### src/rtl/uart_pkg.sv
// Shared UART constants, receiver state encoding
// and baud divider helper.
package uart_pkg;

  localparam int OVERSAMPLE = 16;

  localparam logic [3:0] SAMPLE_LO  = 4'd7;
  localparam logic [3:0] SAMPLE_MID = 4'd8;
  localparam logic [3:0] SAMPLE_HI  = 4'd9;
  localparam logic [3:0] SAMPLE_END = 4'(OVERSAMPLE - 1);

  typedef enum logic [1:0] {
    IDLE,
    START,
    DATA,
    STOP
  } rx_state_e;

  // Clocks per oversample tick, rounded to nearest.
  function automatic int calc_div(input int clk_freq, input int baud);
    return (clk_freq + baud * (OVERSAMPLE / 2)) / (baud * OVERSAMPLE);
  endfunction

endpackage

### src/rtl/sync_fifo.sv
// Single-clock circular FIFO with first-word-fall-through read.
// A push into a full FIFO is only taken when a pop frees a slot.
module sync_fifo #(
  parameter int WIDTH = 8,
  parameter int DEPTH = 16
) (
  input  logic                   clk,
  input  logic                   rst_n,
  input  logic                   push,
  input  logic                   pop,
  input  logic [WIDTH-1:0]       wdata,
  output logic [WIDTH-1:0]       rdata,
  output logic                   full,
  output logic                   empty,
  output logic [$clog2(DEPTH):0] count
);

  localparam int AW = $clog2(DEPTH);
  localparam int CW = AW + 1;

  logic [WIDTH-1:0] mem_q [DEPTH];
  logic [AW-1:0]    wr_q, wr_d;
  logic [AW-1:0]    rd_q, rd_d;
  logic [CW-1:0]    cnt_q, cnt_d;
  logic             do_push;
  logic             do_pop;

  assign empty   = (cnt_q == '0);
  assign full    = (cnt_q == CW'(DEPTH));
  assign do_pop  = pop && !empty;
  assign do_push = push && (!full || do_pop);
  assign count   = cnt_q;
  assign rdata   = empty ? '0 : mem_q[rd_q];

  // Pointer and occupancy update; pointers wrap naturally.
  always_comb begin
    wr_d  = wr_q + AW'(do_push);
    rd_d  = rd_q + AW'(do_pop);
    cnt_d = cnt_q + CW'(do_push) - CW'(do_pop);
  end

  // Control state registers.
  always_ff @(posedge clk) begin
    if (!rst_n) begin
      wr_q  <= '0;
      rd_q  <= '0;
      cnt_q <= '0;
    end else begin
      wr_q  <= wr_d;
      rd_q  <= rd_d;
      cnt_q <= cnt_d;
    end
  end

  // Storage write; contents are masked by empty on read.
  always_ff @(posedge clk) begin
    if (do_push) mem_q[wr_q] <= wdata;
  end

endmodule

### src/rtl/uart_rx_fifo.sv
// 16x oversampled 8N1 receiver feeding a FWFT byte FIFO,
// with sticky framing and overrun error flags.
module uart_rx_fifo
  import uart_pkg::*;
#(
  parameter int CLK_FREQ   = 50000000,
  parameter int BAUD       = 115200,
  parameter int FIFO_DEPTH = 16
) (
  input  logic                        clk,
  input  logic                        rst_n,
  input  logic                        rxd,
  input  logic                        rd_en,
  input  logic                        err_clr,
  output logic [7:0]                  rd_data,
  output logic                        rx_valid,
  output logic [$clog2(FIFO_DEPTH):0] fifo_count,
  output logic                        frame_err,
  output logic                        overrun_err
);

  localparam int DIV = calc_div(CLK_FREQ, BAUD);
  localparam int TW  = (DIV > 1) ? $clog2(DIV) : 1;
  localparam logic [TW-1:0] TICK_MAX = TW'(DIV - 1);

  logic s1_q, s1_d, s2_q, s2_d, hist_q, hist_d;
  logic rx_s, fall;

  rx_state_e     state_q;
  logic [TW-1:0] tick_q;
  logic [3:0]    samp_q;
  logic [2:0]    bit_q;
  logic          v_lo_q, v_mid_q;
  logic [7:0]    shreg_q;

  logic tick, maj, decide, last;
  logic push, ferr_set, ovr_set;
  logic full, empty;

  logic frame_err_q, frame_err_d;
  logic overrun_err_q, overrun_err_d;

  // Synchroniser chain plus history for edge detect.
  always_comb begin
    s1_d   = rxd;
    s2_d   = s1_q;
    hist_d = s2_q;
  end

  // Synchroniser registers idle high out of reset.
  always_ff @(posedge clk) begin
    if (!rst_n) begin
      s1_q   <= 1'b1;
      s2_q   <= 1'b1;
      hist_q <= 1'b1;
    end else begin
      s1_q   <= s1_d;
      s2_q   <= s2_d;
      hist_q <= hist_d;
    end
  end

  assign rx_s   = s2_q;
  assign fall   = hist_q && !rx_s;
  assign tick   = (tick_q == TICK_MAX);
  assign maj    = (v_lo_q & v_mid_q) | (v_lo_q & rx_s) | (v_mid_q & rx_s);
  assign decide = tick && (samp_q == SAMPLE_HI);
  assign last   = tick && (samp_q == SAMPLE_END);

  assign push     = (state_q == STOP) && decide && maj;
  assign ferr_set = (state_q == STOP) && decide && !maj;
  assign ovr_set  = push && full && !rd_en;

  // Frame FSM with tick, sample and bit counters.
  always_ff @(posedge clk) begin
    if (!rst_n) begin
      state_q <= IDLE;
      tick_q  <= '0;
      samp_q  <= '0;
      bit_q   <= '0;
      v_lo_q  <= 1'b1;
      v_mid_q <= 1'b1;
      shreg_q <= '0;
    end else begin
      tick_q <= tick ? '0 : tick_q + 1'b1;
      if (tick) begin
        samp_q <= samp_q + 1'b1;
        if (samp_q == SAMPLE_LO)  v_lo_q  <= rx_s;
        if (samp_q == SAMPLE_MID) v_mid_q <= rx_s;
      end
      unique case (state_q)
        IDLE: begin
          if (fall) begin
            state_q <= START;
            tick_q  <= '0;
            samp_q  <= '0;
          end
        end
        START: begin
          if (decide && maj) begin
            state_q <= IDLE;
          end else if (last) begin
            state_q <= DATA;
            bit_q   <= '0;
          end
        end
        DATA: begin
          if (decide) shreg_q <= {maj, shreg_q[7:1]};
          if (last) begin
            if (bit_q == 3'd7) state_q <= STOP;
            else bit_q <= bit_q + 1'b1;
          end
        end
        STOP: begin
          if (decide) state_q <= IDLE;
        end
      endcase
    end
  end

  // Sticky flags: a new error beats a simultaneous clear.
  always_comb begin
    frame_err_d   = ferr_set || (frame_err_q && !err_clr);
    overrun_err_d = ovr_set || (overrun_err_q && !err_clr);
  end

  // Error flag registers.
  always_ff @(posedge clk) begin
    if (!rst_n) begin
      frame_err_q   <= 1'b0;
      overrun_err_q <= 1'b0;
    end else begin
      frame_err_q   <= frame_err_d;
      overrun_err_q <= overrun_err_d;
    end
  end

  sync_fifo #(
    .WIDTH(8),
    .DEPTH(FIFO_DEPTH)
  ) u_fifo (
    .clk  (clk),
    .rst_n(rst_n),
    .push (push),
    .pop  (rd_en),
    .wdata(shreg_q),
    .rdata(rd_data),
    .full (full),
    .empty(empty),
    .count(fifo_count)
  );

  assign rx_valid    = !empty;
  assign frame_err   = frame_err_q;
  assign overrun_err = overrun_err_q;

endmodule
### config.mk
export PLATFORM = sky130hd
export DESIGN_NAME = uart_rx_fifo
export DESIGN_NICKNAME = d
export VERILOG_FILES = /design/src/rtl/uart_pkg.sv /design/src/rtl/sync_fifo.sv /design/src/rtl/uart_rx_fifo.sv
export SDC_FILE = /design/constraint.sdc
export NUM_CORES = 1
export LEC_CHECK = 0
export BUFFER_PORTS_ARGS = -buffer_cell sky130_fd_sc_hd__buf_2
export CAP_MARGIN = 0
export CORE_MARGIN = 4
export CORE_UTILIZATION = 40
export CTS_BUF_LIST = sky130_fd_sc_hd__clkbuf_2
export DETAILED_ROUTE_END_ITERATION = 6
export GPL_TIMING_DRIVEN = 0
export PLACE_DENSITY = 0.54
export SLEW_MARGIN = 20
export SYNTH_ARGS = -nofsm -noshare
export SYNTH_HDL_FRONTEND = slang
export SYNTH_HIERARCHICAL = 1
export SYNTH_SLANG_ARGS = --single-unit
### constraint.sdc
create_clock -name clk -period 3.37 [get_ports clk]
set_clock_uncertainty 0.2 [all_clocks]
set_input_delay 0.5055 -clock clk [delete_from_list [all_inputs] [get_ports clk]]
set_output_delay 0.5055 -clock clk [all_outputs]
set_load 0.1 [all_outputs]
==> Word-level counts from Yosys, hierarchy flattened <==
Memories as Yosys holds them, arrays and structs flattened. A register that Yosys moved wholly into a read port is not among the register bits.
Cells that the tools add are included.
{ "classes": {"mul": 0, "mux": 22, "n_shift": 0, "n_div": 0, "add_sub_neg": 7, "bitwise_logic": 5, "n_lt_le_gt_ge": 0, "reduce_logical": 30, "n_eq_ne": 18} }
{ "ops": {"columns": ["cell", "count"], "rows": [
  ["$mux 4", 4],
  ["$mux 5", 3],
  ["$ne 2x2->1 const B", 7],
  ["$logic_and 1x1->1", 13],
  ["$eq 4x4->1 const B", 3],
  ["$mux 2", 6],
  ["$mux 3", 4],
  ["$eq 5x5->1 const B", 2],
  ["$reduce_and 5->1", 2],
  ["$add 4x1->4", 2],
  ["$mux 8", 1],
  ["$pmux 2 s4", 1],
  ["$logic_not 1->1", 6],
  ["$pmux 3 s2", 1],
  ["$reduce_and 2->1", 3],
  ["$add 5x1->5", 1],
  ["$add 5x1->5 const B", 1],
  ["$logic_not 5->1", 1],
  ["$sub 5x1->5", 1],
  ["$add 4x1->4 const B", 1],
  ["$eq 2x2->1 const B", 2],
  ["$eq 4x3->1 const B", 1],
  ["$add 3x1->3 const B", 1],
  ["$and 1x1->1", 3],
  ["other kinds (8)", 12]
]} }
{ "word_totals": {"out_inout_bits": 16, "latch_bits": 0, "ram_bits": 128, "word_cells": 98, "rom_bits": 0, "in_bits": 5, "n_memories": 1, "register_bits": 42} }
{ "memory_table": {"columns": ["name", "depth", "width", "rd", "rd_ports_with_merged_regs", "wr", "line_no", "text"], "rows": [
  ["u_fifo.mem_q", 16, 8, 1, 1, 1, "sync_fifo.sv:21", "logic [WIDTH-1:0] mem_q [DEPTH];"]
]} }

==> Longest topological paths before layout <==
Gate-level depths: netlist of run 1.
{ "logic_depth": {"ltp_word": 7, "mapped_depth": 16, "mapped_depth_nobuf": 16} }

==> By module <==
The synthesis of run 1 kept the hierarchy.
{ "modules_own_cells": {"columns": ["module", "cells_each", "instances", "area_per_inst_um2", "seq_area_each_um2"], "rows": [
  ["sync_fifo", 291, 1, 5708.0, 4103.9],
  ["uart_rx_fifo", 141, 1, 1292.5, 580.6]
]} }

==> Worst setup path before layout of run 1 <==
Ideal clock, no wire load.
{ "synth_path": {"kind": "reg-to-output", "start": "register u_fifo.cnt_q[2] (netlist: u_fifo/count[2])", "end": "output port rd_data[0]", "path_slack_ps": -695, "arrival_time_ps": 3359, "n_path_buf": 1, "t_required_ps": 2664, "stages_incl_launch_ff": 7, "path_cell_list": "dfxtp_1 -> inv_1 -> ha_1 -> nor4b_4 -> or2_2 -> buf_1 -> o21ai_1"} }
{ "synth_via": {"elab_chain_cells": 2} }
{ "synth_lines": {"columns": ["element", "line_no", "text"], "rows": [
  ["start: declaration", "sync_fifo.sv:24", "logic [CW-1:0] cnt_q, cnt_d;"],
  ["start signal: assignment", "sync_fifo.sv:51", "cnt_q <= cnt_d;"],
  ["$logic_not 5->1", "sync_fifo.sv:28", "assign empty = (cnt_q == '0);"],
  ["via empty", "uart_rx_fifo.sv:38", "logic full, empty;"],
  ["$mux 8", "sync_fifo.sv:33", "assign rdata = empty ? '0 : mem_q[rd_q];"],
  ["end: declaration", "uart_rx_fifo.sv:15", "output logic [7:0] rd_data,"]
]} }
The timed path passes the listed nets, and every way through them passes these cells.

==> Worst setup path after layout of run 1 <==
{ "layout_path": {"start": "register tick_q[0]", "end": "memory u_fifo.mem_q[3][1], enable pin"} }
{ "layout_via": {"elab_chain_cells": 7} }
{ "layout_lines": {"columns": ["element", "line_no", "text"], "rows": [
  ["start: declaration", "uart_rx_fifo.sv:30", "logic [TW-1:0] tick_q;"],
  ["start signal: assignment", "uart_rx_fifo.sv:85", "tick_q <= tick ? '0 : tick_q + 1'b1;"],
  ["$eq 5x5->1", "uart_rx_fifo.sv:65", "assign tick = (tick_q == TICK_MAX);"],
  ["$logic_and 1x1->1", "uart_rx_fifo.sv:67", "assign decide = tick && (samp_q == SAMPLE_HI);"],
  ["$logic_and 1x1->1 (2 in a row)", "uart_rx_fifo.sv:70", "assign push = (state_q == STOP) && decide && maj;"],
  ["via push", "uart_rx_fifo.sv:37", "logic push, ferr_set, ovr_set;"],
  ["$logic_and 1x1->1", "sync_fifo.sv:31", "assign do_push = push && (!full || do_pop);"],
  ["$mux 1", "sync_fifo.sv:57", "if (do_push) mem_q[wr_q] <= wdata;"],
  ["$mux 1 (not written as such)", "sync_fifo.sv:57", null],
  ["end: declaration", "sync_fifo.sv:21", null]
]} }
The timed path passes the listed nets, and every way through them passes these cells.

==> results.yml, run 1 <==
sta:
  rsz0062_at_grt: "true"
  min_period_ns: 3.24
  setup_tns_ns: 0
  hold_violations: 0
  max_slew_margin_pct: 44.2
  fmax_mhz: 309
  tightest_slew_ns: 0.833
  setup_violations: 0
  fin_crit_sh_pct: 96.0
  drv_slew: 0
clock_tree:
  cts_buffers: 17
  htreeDepth: 4
  clkTransAtPathRegs_ns: 0.21
  clock_path_buffers: 2
  cts_root_buffer: "clkbuf_2"
  cts_tree: "built"
  clock-sinks: 170
  worstSkewPairLatency_ns: 0.71
route:
  first_pass_iters: 4
  wl_per_cell_um: 19.0
  drtAntennaViolNets: 0
  drcViolationCount: 0
  drt-total-wl_mm: 13.8
  post_drt_via_cell_ratio: 5.18
  drt-initial-drc-count: 191
  vias: 3743
layout:
  synthToLayoutAreaGrowth_pct: 14.9
  fill_cells: 1485
  seqCellArea_mm2: 0.00469
  final_cells: 723
  fin_nets: 507
  multiInputGateArea_mm2: 0.00238
  drive_gt1_share_pct: 29.4
yosys:
  ys_top_cells_by_area: "edfxtp_1, dfxtp_1, mux4_2"
  synth-seq-cells: 170
  yosysTopAreaCell: "edfxtp_1"
  yosysWarnings: 6
  ys_seq_area_share_pct: 66.9
  synth_enable_flop_cells: 128
  yosys.cell_count.top_type: "edfxtp_1"
  synth_flop_cell: "edfxtp_1"
  synth_cell_types: 52
  yosys-top-cells-count: "edfxtp_1, dfxtp_1, nand2_1, mux4_2, ha_1"
  yosys.area.top_type_share_pct: 54.9
  async_reset_ff_share_pct: 0
  synth_nets: 454
  netlist_area_mm2: 0.00700
  synthesis.instances: 432
  syn-mean-instance-area_um2: 16.2
floorplan:
  fp.dieW_um: 140
  rows: 48
  die_y_um: 140
  initial_utilization_pct: 40.6
  ioPinCount: 21
  die-area_mm2: 0.0197
  core_mm2: 0.0172
critical_path:
  cp.arrival_ns: 3.37
  critPathCaptureType: "register"
  crit_required_ns: 3.51
  critPathKind: "reg -> reg"
  critPathLaunchType: "register"
  path_max_fanout: 8
  reg2reg_setup_slack_ns: 0.13
global_route:
  grt_use_total_pct: 15.0
  grt_max_degree: 19
  overflow: 0
  grt_pass1_vias: 3836
  antenna_found_initial: 1
  grt_pass1_wl_mm: 22.1
hold_path:
  min-delay-path-class: "reg -> reg"
power_and_ir_drop:
  power.density_mw_per_mm2: 535
  ir_drop_mv: 0.335
  leakage_nw: 3.03
placed_design:
  routabilityCongestion: 0.732
  hpwl_mm: 9.08
  portBuffers: 20
  dp_cells: 683
outcome:
  status: "finished clean"
run:
  drv_cap: 0
-- area by class of cell --
class / count / area share (%)
Sequential cell: 170 / 58.3
Multi-Input combinational cell: 232 / 29.6
Timing Repair Buffer: 36 / 3.78
Tap cell: 225 / 3.50
Buffer: 14 / 1.59
Clock buffer: 21 / 1.31
Clock inverter: 10 / 1.28
Inverter: 14 / 0.654
Antenna cell: 1 / 0.0311
-- through the flow --
stage	setup WS, ns	cell area, um2	total power, mW	hold slack, ns	utilization, %
after floorplan	0.0805	7090	3.15	0.186	-
after global placement	-0.512	7470	3.32	0.195	43.4
after detailed placement	0.0938	7590	3.33	0.202	44.0
after CTS	-0.00904	7970	4.35	0.247	46.3
after global routing	-0.0760	8040	4.53	0.260	46.6
final	0.134	8040	4.30	0.240	46.6
-- path summary, 6_finish.rpt --
kind / start / endpoint / depth (start not counted)
max reg2reg: tick_q[0] / u_fifo/mem_q[3][1] / 9
max: tick_q[0] / u_fifo/mem_q[3][1] / 9
min reg2reg: s1_q / hist_d / 1
min: s1_q / hist_d / 1
-- critical path, cell delays in order, from the launching register on --
cell and delay, ns:
dfxtp_1 0.38, inv_1 0.06, ha_1 0.21, nand4b_4 0.18, or2_4 0.32, nor2_1 0.09, and2_4 0.16, o21ai_1 0.18
or3_1 0.43, nor2_1 0.66
-- cells in the final DEF, fill, tap and decap left out, types with 11 or more instances in the layout --
cell / n
edfxtp_1: 128
dfxtp_1: 39
nand2_1: 25
mux4_2: 25
clkbuf_2: 21
buf_2: 17
ha_1: 16
nand3_1: 15
inv_1: 14
nor2_1: 13
nand2b_1: 12
buf_4: 12
o21ai_0: 11
and2_1: 11
-- registers in the layout, indices dropped and copies added (netlist names), named ones only --
register and cells:
bit_q 3, frame_err 1, hist_d 1, hist_q 1, overrun_err 1, s1_q 1
samp_q 4, shreg_q 8, state_q 1, tick_q 5, u_fifo/count 5, u_fifo/mem_q 128
u_fifo/rd_q 4, u_fifo/wr_q 4, v_lo_q 1, v_mid_q 1
-- power breakdown --
group | internal (mW) | total [mW] | switching (mW)
combinational | 0.372 | 1.01 | 0.638
clock | 0.337 | 0.969 | 0.632
sequential | 2.27 | 2.32 | 0.0550
-- kinds of logic (layout without fill, tap and decap cells) --
kind of cell	Yosys count	after routing	synth area share (%)
adder cells (fa/ha/maj)	18	18	3.29
XOR/XNOR	12	12	1.50
multiplexers	44	44	12.6
buffers and inverters	30	95	2.50
AND/OR/NAND/NOR	117	117	9.56
AO/OA/AOI/OAI	41	41	3.65
flip-flops	170	170	66.9
other	0	1	0
-- timing repair --
| item | in CTS | in global routing |
|---|---|---|
| endpoints found under the hold margin | 10 | 0 |
| buffers inserted | 3 | 2 |
| endpoints found under the setup margin | 8 | 73 |
| pin swaps | 3 | 1 |
| cloned | 0 | 0 |
| hold buffers | 5 | 0 |
| resized for setup | 33 | 14 |
-- layer usage --
layer / global-route usage, % / vias to the layer above / wire [um] / part of all wire (%)
met1: 20.0 / 1895 / 6100 / 44
met2: 24.0 / 59 / 6780 / 49
met4: 5.97 / 0 / 308 / 2.2
met5: 0 / - / 0 / 0
li1: - / 1771 / - / -
met3: 3.21 / 18 / 566 / 4.1
Note: power is estimated with default switching activity, not from simulation.
==> run 2, diff against run 1 <==
--- a/config.mk
+++ b/config.mk
@@ -13,6 +13,7 @@
 export DETAILED_ROUTE_END_ITERATION = 6
 export GPL_TIMING_DRIVEN = 0
 export PLACE_DENSITY = 0.54
+export REMOVE_ABC_BUFFERS = 1
 export SLEW_MARGIN = 20
 export SYNTH_ARGS = -nofsm -noshare
 export SYNTH_HDL_FRONTEND = slang
==> run 2 against run 1 <==
  * Final cell count down 1.5%
  * Non-clock buffer count shrank 12
  * Count of clock-buffer cells in the layout shrank 2
  * Register-to-register slack better by 0.11 ns
  * Clock power up 19%
  * Critical path depth unchanged
  * Critical path type is now reg -> out
  * Fmax up 2.1%
==> results.yml, run 2 (synthesized netlist as in run 1, its figures left out) <==
floorplan:
  die-area_mm2: 0.0197
  die_y_um: 140
  rows: 48
  ioPinCount: 21
  fp.dieW_um: 140
  core_mm2: 0.0172
  initial_utilization_pct: 40.6
power_and_ir_drop:
  p_sw_share_pct: 29.9
  clockPowerShare_pct: 25.8
  p_seq_share_pct: 52.6
  power.density_mw_per_mm2: 560
  leakage_nw: 2.99
  netSwitchingPower_mw: 1.33
  p_int_mw: 3.14
  finalPower_mw: 4.47
  pwr-share-comb_pct: 21.6
  ir_drop_mv: 1.10
layout:
  largest_register: "u_fifo/mem_q"
  largest_reg_flops: 128
  drive_gt1_share_pct: 27.8
  fin_nets: 495
  final_cells: 712
  fill_cells: 1525
  seqCellArea_mm2: 0.00470
  multiInputGateArea_mm2: 0.00230
  final_cell_mix: "edfxtp_1, dfxtp_1, nand2_1"
  synthToLayoutAreaGrowth_pct: 14.0
  utilization_pct: 46.3
  largestRegisters: "u_fifo/mem_q: 128 flops, shreg_q: 8 flops"
  final_common_cell: "edfxtp_1"
clock_tree:
  clock-sinks: 170
  worstSkewPairLatency_ns: 0.68
  clkTransAtPathRegs_ns: 0.21
  cts_tree: "built"
  clock_path_buffers: 2
  cts_root_buffer: "clkbuf_2"
  htreeDepth: 4
  cts_buffers: 17
sta:
  min_period_ns: 3.17
  tightest_slew_ns: 0.864
  setup_tns_ns: 0
  hold_violations: 0
  max_slew_margin_pct: 42.4
  drv_slew: 0
  fmax_mhz: 316
  fin_crit_sh_pct: 94.0
  holdWs_ns: 0.0760
  setup_violations: 0
outcome:
  status: "finished clean"
global_route:
  grt_pass1_wl_mm: 21.0
  antenna_found_initial: 1
  grt_max_degree: 43
  grt_pass1_vias: 3676
  overflow: 0
  grt_use_total_pct: 14.3
route:
  vias: 3730
  wl_per_cell_um: 18.8
  post_drt_via_cell_ratio: 5.24
  drt-total-wl_mm: 13.4
  drt-initial-drc-count: 238
  first_pass_iters: 4
  drtAntennaViolNets: 0
  drcViolationCount: 0
hold_path:
  min-delay-path-class: "in -> reg"
placed_design:
  hpwl_mm: 8.35
  routabilityCongestion: 0.703
  portBuffers: 20
  dp_cells: 665
critical_path:
  critPathKind: "reg -> out"
  critPathLaunchType: "register"
  path_max_fanout: 4
  reg2reg_setup_slack_ns: 0.24
  crit_required_ns: 2.66
  critPathCaptureType: "output port"
  cp.arrival_ns: 2.46
run:
  drv_cap: 0
## run 2: worst paths after layout
path,start,end,depth (start not counted)
hold reg to reg,s1_q,hist_d,1
setup reg to reg,tick_q[0],u_fifo/count[4],16
setup / recovery,u_fifo/count[3],rd_data[6],9
hold / removal,rst_n,v_mid_q,2
## run 2: repair_timing
action | in CTS | in global routing
resized for setup | 29 | 22
hold endpoints to repair | 3 | 0
hold buffers | 3 | 0
buffers inserted | 7 | 5
gates cloned | 0 | 0
pin swaps | 2 | 1
endpoints found under the setup margin | 37 | 44
## run 2: per-stage QoR
stage / setup WS (ns) / instance area [um2]
3_5_place_dp: -0.0397 / 7390
2_1_floorplan: -0.635 / 6880
4_1_cts: -0.0802 / 7870
3_3_place_gp: -0.785 / 7260
6_report: 0.202 / 7980
5_1_grt: -0.0123 / 7980
## run 2: power by group through the flow
stage / combinational [mW] / clock (mW) / sequential (mW)
after floorplan: 0.415 / 0 / 2.63
after global placement: 0.701 / 0 / 2.50
after detailed placement: 0.738 / 0 / 2.48
after CTS: 0.948 / 1.20 / 2.35
after global routing: 1.04 / 1.30 / 2.36
final: 0.965 / 1.15 / 2.35
## run 2: layout make-up
type,count,area share [%]
clock buffer,19,1.19
sequential,170,58.9
timing repair buffer,38,4.75
tap,225,3.53
multi-input combinational,232,28.8
inverter,14,0.658
antenna,1,0.0313
clock inverter,13,2.19
## run 2: critical path, cell delays in order, from the launching register on
cell and delay, ns:
dfxtp_2 0.39, inv_1 0.06, ha_2 0.17, nor4b_4 0.13
buf_6 0.15, nor3b_4 0.23, buf_6 0.15, a22oi_2 0.08
o21ai_1 0.15, buf_6 0.26
## run 2: metal layers
| layer | wire length, um | vias to the layer above | global-route usage (%) |
|---|---|---|---|
| met2 | 6290 | 64 | 21.4 |
| met4 | 120 | 0 | 3.82 |
| li1 | - | 1746 | - |
| met5 | 0 | - | 0 |
| met3 | 443 | 8 | 3.52 |
| met1 | 6550 | 1912 | 20.9 |
